File: src/rtl/aes_spi_frontend.sv
// aes_spi_frontend: SPI slave that loads a 256-bit frame and returns the AES result.
// Optional: AES_SPI_LEN_CHECK_EN rejects frames whose length is not 256 bits.
module aes_spi_frontend #(
  parameter int SYNC_STAGES = 2
) (
  input  logic         clk,
  input  logic         rst,
  input  logic         sck,
  input  logic         sdi,
  output logic         sdo,
  input  logic         load,
  output logic         done,
  output logic [127:0] plaintext,
  output logic [127:0] key,
  output logic         start,
  input  logic         core_done,
  input  logic [127:0] cyphertext
);

  typedef enum logic [1:0] {
    IDLE,
    LOAD,
    BUSY,
    DONE
  } state_e;

  state_e state_q, state_d;

  logic [SYNC_STAGES-1:0] sck_q, sdi_q, load_q;
  logic sck_d1_q, load_d1_q;
  logic sck_s, sdi_s, load_s;
  logic sck_rise, sck_fall;
  logic load_rise, load_fall;

  logic [255:0] in_sr_q;
  logic [8:0]   in_cnt_q;
  logic [127:0] out_sr_q;
  logic [7:0]   out_cnt_q;

  logic start_q, start_d;
  logic done_q, done_d;
  logic in_clr, in_shift;
  logic out_cap, out_shift;

`ifdef AES_SPI_LEN_CHECK_EN
  logic len_err_q, len_err_d;
`endif

  assign sck_s  = sck_q[SYNC_STAGES-1];
  assign sdi_s  = sdi_q[SYNC_STAGES-1];
  assign load_s = load_q[SYNC_STAGES-1];

  assign sck_rise  = sck_s & ~sck_d1_q;
  assign sck_fall  = ~sck_s & sck_d1_q;
  assign load_rise = load_s & ~load_d1_q;
  assign load_fall = ~load_s & load_d1_q;

  assign plaintext = in_sr_q[255:128];
  assign key       = in_sr_q[127:0];
  assign start     = start_q;
  assign done      = done_q;
  assign sdo       = (state_q == DONE) &&
                     (out_cnt_q != 8'd128) &&
                     out_sr_q[127];

  // Pin synchronizers plus one delayed copy for edge detection.
  always_ff @(posedge clk or negedge rst) begin
    if (!rst) begin
      sck_q     <= '0;
      sdi_q     <= '0;
      load_q    <= '0;
      sck_d1_q  <= 1'b0;
      load_d1_q <= 1'b0;
    end else begin
      sck_q     <= {sck_q[SYNC_STAGES-2:0], sck};
      sdi_q     <= {sdi_q[SYNC_STAGES-2:0], sdi};
      load_q    <= {load_q[SYNC_STAGES-2:0], load};
      sck_d1_q  <= sck_s;
      load_d1_q <= load_s;
    end
  end

  // State and handshake flag registers.
  always_ff @(posedge clk or negedge rst) begin
    if (!rst) begin
      state_q <= IDLE;
      start_q <= 1'b0;
      done_q  <= 1'b0;
`ifdef AES_SPI_LEN_CHECK_EN
      len_err_q <= 1'b0;
`endif
    end else begin
      state_q <= state_d;
      start_q <= start_d;
      done_q  <= done_d;
`ifdef AES_SPI_LEN_CHECK_EN
      len_err_q <= len_err_d;
`endif
    end
  end

  // Next state and datapath strobes.
  always_comb begin
    state_d   = state_q;
    start_d   = 1'b0;
    done_d    = done_q;
    in_clr    = 1'b0;
    in_shift  = 1'b0;
    out_cap   = 1'b0;
    out_shift = 1'b0;
`ifdef AES_SPI_LEN_CHECK_EN
    len_err_d = len_err_q;
`endif
    unique case (state_q)
      IDLE: begin
        if (load_s) begin
          state_d = LOAD;
          in_clr  = 1'b1;
`ifdef AES_SPI_LEN_CHECK_EN
          len_err_d = 1'b0;
`endif
        end
      end
      LOAD: begin
        in_shift = sck_rise;
        if (load_fall) begin
`ifdef AES_SPI_LEN_CHECK_EN
          if (in_cnt_q == 9'd256) begin
            state_d = BUSY;
            start_d = 1'b1;
          end else begin
            state_d   = IDLE;
            len_err_d = 1'b1;
          end
`else
          state_d = BUSY;
          start_d = 1'b1;
`endif
        end
      end
      BUSY: begin
        if (core_done) begin
          state_d = DONE;
          done_d  = 1'b1;
          out_cap = 1'b1;
        end
      end
      DONE: begin
        if (load_rise) begin
          state_d = LOAD;
          done_d  = 1'b0;
          in_clr  = 1'b1;
`ifdef AES_SPI_LEN_CHECK_EN
          len_err_d = 1'b0;
`endif
        end else if (sck_fall &&
                     out_cnt_q != 8'd128) begin
          out_shift = 1'b1;
        end
      end
      default: state_d = IDLE;
    endcase
  end

  // Input frame shifter with saturating bit count.
  always_ff @(posedge clk or negedge rst) begin
    if (!rst) begin
      in_sr_q  <= '0;
      in_cnt_q <= '0;
    end else if (in_clr) begin
      in_cnt_q <= '0;
    end else if (in_shift) begin
      in_sr_q <= {in_sr_q[254:0], sdi_s};
      if (in_cnt_q != 9'd256) begin
        in_cnt_q <= in_cnt_q + 9'd1;
      end
    end
  end

  // Result capture and MSB-first output shifter.
  always_ff @(posedge clk or negedge rst) begin
    if (!rst) begin
      out_sr_q  <= '0;
      out_cnt_q <= '0;
    end else if (out_cap) begin
      out_sr_q  <= cyphertext;
      out_cnt_q <= '0;
    end else if (out_shift) begin
      out_sr_q  <= {out_sr_q[126:0], 1'b0};
      out_cnt_q <= out_cnt_q + 8'd1;
    end
  end

endmodule
File: config.mk
export PLATFORM = sky130hd
export DESIGN_NAME = aes_spi_frontend
export DESIGN_NICKNAME = d
export VERILOG_FILES = /design/src/rtl/aes_spi_frontend.sv
export SDC_FILE = /design/constraint.sdc
export NUM_CORES = 1
export LEC_CHECK = 0
export CAP_MARGIN = 25
export CORE_UTILIZATION = 45
export DETAILED_ROUTE_END_ITERATION = 16
export MAX_ROUTING_LAYER = met4
export PLACE_DENSITY = 0.73
export REMOVE_ABC_BUFFERS = 1
export SYNTH_ARGS = -nofsm -noshare
export SYNTH_HDL_FRONTEND = slang
export SYNTH_SLANG_ARGS = --single-unit
File: constraint.sdc
create_clock -name clk -period 1.81 [get_ports clk]
set_clock_uncertainty 0.1 [all_clocks]
set_input_delay 0.2715 -clock clk [delete_from_list [all_inputs] [get_ports clk]]
set_output_delay 0.2715 -clock clk [all_outputs]
set_load 0.01 [all_outputs]
==> run_summary.xml <==
<?xml version="1.0" encoding="UTF-8"?>
<metrics>
  <group name="critical_path">
    <metric name="worst-endpoint-required" unit="ns">2.16</metric>
    <metric name="crit-reg2reg-launch" unit="">state_q[0]</metric>
    <metric name="worst-path-buf-inv" unit="">4</metric>
    <metric name="delay_contributed_by_the_slowest_stage_of_the_critical_path" unit="ns">0.39</metric>
    <metric name="critPathLaunch" unit="">state_q[0]</metric>
    <metric name="timing.reg2reg.setup_slack" unit="ns">-0.28</metric>
    <metric name="critPathArrivalTime" unit="ns">2.44</metric>
    <metric name="startpoint_type" unit="">flip-flop</metric>
    <metric name="timing.critical_path.fanout_max" unit="">8</metric>
    <metric name="cp_cell_sequence" unit="">inv_2 -&gt; ha_4 -&gt; o31ai_4 -&gt; buf_12 -&gt; clkbuf_16 -&gt; buf_8 -&gt; mux2_1</metric>
    <metric name="setup.worst_path.class" unit="">reg2reg</metric>
    <metric name="slowest_stage" unit="">dfrtp_1</metric>
    <metric name="critical_path.top_delay_family" unit="">buffers and inverters</metric>
    <metric name="worst_setup_path_end_kind" unit="">flip-flop</metric>
  </group>
  <group name="timing">
    <metric name="worst_slew_margin_rel" unit="%">69.3</metric>
    <metric name="timing_worst_slew_pin_value" unit="ns">0.460</metric>
    <metric name="timing_hold_violations_final" unit="">0</metric>
    <metric name="timing.final.crit_share" unit="%">115</metric>
    <metric name="fmaxAchievable" unit="MHz">479</metric>
    <metric name="final_count_of_pins_violating_max_slew" unit="">0</metric>
    <metric name="unrepaired_setup_endpoints_after_global_routing" unit="">yes</metric>
    <metric name="tns" unit="ns">-66.18</metric>
    <metric name="setup_viol" unit="">390</metric>
    <metric name="finalCriticalPeriod" unit="ns">2.09</metric>
    <metric name="setup_ws" unit="ns">-0.280</metric>
    <metric name="holdWs" unit="ns">0.0458</metric>
  </group>
  <group name="clocking">
    <metric name="cts_root_buffer" unit="">clkbuf_16</metric>
    <metric name="clock-sinks" unit="">404</metric>
    <metric name="numCtsBuffers" unit="">42</metric>
    <metric name="clock_tree_from_tritoncts" unit="">built</metric>
    <metric name="max-clock-path-buffers" unit="">3</metric>
    <metric name="clk_transition_reported_paths" unit="ns">0.06</metric>
    <metric name="htree_num_levels" unit="">2</metric>
    <metric name="worst_skew_pair.late_latency" unit="ns">0.57</metric>
  </group>
  <group name="global_route">
    <metric name="global_route.usage.total" unit="%">24.1</metric>
    <metric name="grt_pass1_wl" unit="um">70000</metric>
    <metric name="grt_use_met1" unit="%">29.6</metric>
    <metric name="global_route_overflow" unit="">0</metric>
    <metric name="first_global_vias" unit="">12600</metric>
    <metric name="maximum_number_of_pins_on_one_net_before_global_route_repair" unit="">88</metric>
    <metric name="fraction_of_met2_tracks_used_by_global_routing" unit="%">37.3</metric>
    <metric name="grt_util_met3" unit="%">9.60</metric>
    <metric name="global_route.peak_usage_layer" unit="">met2</metric>
    <metric name="initial_antenna_violation_count" unit="">0</metric>
  </group>
  <group name="power_and_ir_drop">
    <metric name="power.internal" unit="W">0.0195</metric>
    <metric name="clockPowerShare" unit="%">31.6</metric>
    <metric name="net_sw_share" unit="%">29.1</metric>
    <metric name="p_seq_share" unit="%">41.7</metric>
    <metric name="worst_ir_drop_vdd" unit="mV">0.980</metric>
    <metric name="powerDensity" unit="nW/um2">1050</metric>
    <metric name="share_comb_of_total_power" unit="%">26.7</metric>
    <metric name="p_leak" unit="nW">16.6</metric>
    <metric name="p_switching" unit="W">0.00799</metric>
  </group>
  <group name="flow_run">
    <metric name="cap_violations" unit="">0</metric>
  </group>
  <group name="layout">
    <metric name="most-common-layout-cells" unit="">401 x dfrtp_1, 256 x dlymetal6s2s_1, 228 x mux2_4, 132 x clkdlybuf4s50_1, 131 x o21ai_0</metric>
    <metric name="drive_above_1_share" unit="%">27.5</metric>
    <metric name="mostFrequentLayoutCell" unit="">dfrtp_1</metric>
    <metric name="num-fill-cells" unit="">2264</metric>
    <metric name="area.growth.synth_to_final" unit="%">55.5</metric>
    <metric name="n_antenna_cell" unit="">0</metric>
    <metric name="finalNonFillerCells" unit="">2214</metric>
    <metric name="finish.net_count" unit="">1858</metric>
  </group>
  <group name="synthesis">
    <metric name="netlist.area_leader.share" unit="%">60.1</metric>
    <metric name="synth.cell_area" unit="um2">16800</metric>
    <metric name="netlist_top_cells_area" unit="">dfrtp_1 60%, mux2_1 16%, mux2i_1 7.6%</metric>
    <metric name="avgSynthCellArea" unit="um2">13.8</metric>
    <metric name="synth_top_cell_by_area" unit="">dfrtp_1</metric>
    <metric name="ys_seq_area_share" unit="%">60.1</metric>
    <metric name="synth_cells" unit="">1215</metric>
    <metric name="synth_cell_type_count" unit="">36</metric>
    <metric name="synth.ff_latch_count" unit="">404</metric>
    <metric name="ys.warnings.count" unit="">0</metric>
  </group>
  <group name="route">
    <metric name="detailedRoute.firstIterationViolations" unit="">672</metric>
    <metric name="detailed_route_wire_length_per_cell" unit="um">24.2</metric>
    <metric name="drt.antenna.violating_nets" unit="">0</metric>
    <metric name="detailedRoute.firstPassIterationCount" unit="">5</metric>
    <metric name="routed_via_density" unit="">5.60</metric>
    <metric name="dr_total_vias" unit="">12400</metric>
    <metric name="drt_wl_total" unit="um">53600</metric>
    <metric name="drcViolationCount" unit="">0</metric>
  </group>
  <group name="floorplan">
    <metric name="dieHeight" unit="um">195</metric>
    <metric name="initial_core_util" unit="%">45.8</metric>
    <metric name="rows" unit="">70</metric>
    <metric name="die_area" unit="um2">38100</metric>
    <metric name="floorplan.die.width" unit="um">195</metric>
    <metric name="boundary_pin_count" unit="">393</metric>
    <metric name="core_area" unit="um2">36700</metric>
  </group>
  <group name="hold_path">
    <metric name="hold_path_class" unit="">in2reg</metric>
    <metric name="hold_start" unit="">sck</metric>
  </group>
  <group name="placed_design">
    <metric name="dp.cells" unit="">2083</metric>
    <metric name="dp_hpwl" unit="um">30900</metric>
    <metric name="gp_congestion" unit="">0.832</metric>
    <metric name="port_buffers" unit="">392</metric>
  </group>
  <group name="run_status">
    <metric name="violations_in_the_final_reports" unit="">negative setup slack</metric>
    <metric name="status" unit="">finished, violations left</metric>
  </group>
</metrics>
[layer usage]
| layer | part of all wire [%] | wire length (um) |
|---|---|---|
| met5 | 0 | 0 |
| met4 | 2.2 | 1200 |
| met3 | 8.9 | 4770 |
| met2 | 48 | 26000 |
| met1 | 40 | 21700 |
[per-stage QoR]
| stage | total power [W] | worst slack (ns) | instance area [um2] | utilization, % |
|---|---|---|---|---|
| floorplan | 0.0147 | -6.45 | 16200 | - |
| global placement | 0.0170 | -0.245 | 21900 | 59.8 |
| detailed placement | 0.0172 | -0.279 | 21900 | 59.8 |
| CTS | 0.0260 | -0.265 | 23400 | 63.6 |
| global route | 0.0287 | -0.345 | 26200 | 71.3 |
| finish | 0.0275 | -0.280 | 26200 | 71.3 |
[Yosys cell counts]
| cell | count |
|---|---|
| dfrtp_1 | 404 |
| mux2_1 | 240 |
| o21ai_0 | 132 |
| nand4_1 | 130 |
| mux2i_1 | 128 |
| clkbuf_1 | 31 |
| buf_4 | 22 |
| buf_2 | 19 |
| buf_6 | 18 |
| mux2_2 | 17 |
| clkbuf_2 | 9 |
| inv_1 | 8 |
| nand2_1 | 8 |
| ha_1 | 6 |
| a21oi_1 | 5 |
| nand3_1 | 5 |
| nor2_1 | 5 |
| and3_1 | 3 |
| o21ai_1 | 3 |
| or4_1 | 3 |
| and4b_1 | 2 |
| nor2b_1 | 2 |
| xor2_1 | 2 |
| a21oi_2 | 1 |
| and2_2 | 1 |
| and4_1 | 1 |
| and4_4 | 1 |
| nand2b_1 | 1 |
| nand3_2 | 1 |
| nor3_1 | 1 |
| nor3_4 | 1 |
| o211ai_1 | 1 |
| o21a_1 | 1 |
| o22ai_1 | 1 |
| o31ai_4 | 1 |
| or3_1 | 1 |
[layout make-up]
type | instances | area (um2) | area share (%)
Clock inverter | 6 | 55.1 | 0.210
Clock buffer | 66 | 1290 | 4.95
Multi-Input combinational cell | 705 | 7020 | 26.9
Sequential cell | 404 | 10100 | 38.7
Inverter | 8 | 30.0 | 0.115
Timing Repair Buffer | 557 | 7050 | 27.0
Tap cell | 468 | 586 | 2.24
[kinds of logic (layout without fill, tap and decap cells)]
| kind of cell | after synthesis | in the layout | synth area share, % |
|---|---|---|---|
| AO/OA/AOI/OAI | 145 | 145 | 4.47 |
| XOR/XNOR | 2 | 2 | 0.104 |
| adder cells (fa/ha/maj) | 6 | 6 | 0.446 |
| buffers and inverters | 107 | 637 | 3.89 |
| flip-flops | 404 | 404 | 60.1 |
| multiplexers | 385 | 385 | 24.8 |
| AND/OR/NAND/NOR | 166 | 167 | 6.14 |
[power groups by stage]
stage / Clock (W) / Sequential (W) / Combinational, W
2_1_floorplan: 0 / 0.0114 / 0.00334
3_3_place_gp: 0 / 0.0115 / 0.00552
3_5_place_dp: 0 / 0.0116 / 0.00566
4_1_cts: 0.00876 / 0.0114 / 0.00578
5_1_grt: 0.00919 / 0.0116 / 0.00792
6_report: 0.00869 / 0.0115 / 0.00734
[path summary, 6_finish.rpt]
path / depth (start not counted) / endpoint
setup / recovery: 7 / in_sr_q[42]
hold / removal: 1 / sck_q[0]
setup reg to reg: 7 / in_sr_q[42]
hold reg to reg: 0 / sdi_q[1]
max in group asynchronous: 4 / in_sr_q[10]
min in group asynchronous: 2 / out_sr_q[19]
[registers in the layout (all words and copies together), names as in the netlist]
signal     flops
in_sr_q      256
done           1
sck_q          2
sdi_q          2
state_q        2
out_sr_q     128
sck_d1_q       1
out_cnt_q      8
start          1
load_q         2
load_d1_q      1
[what timing repair did]
| action | 4_1_cts | 5_1_grt |
|---|---|---|
| hold endpoints to repair | 219 | 0 |
| resized for setup | 16 | 554 |
| cloned | 0 | 36 |
| hold buffers | 1 | 0 |
| endpoints found under the setup margin | 646 | 649 |
| pin swaps | 4 | 5 |
| setup buffers | 2 | 21 |
Power figures use the tool's default switching activity.
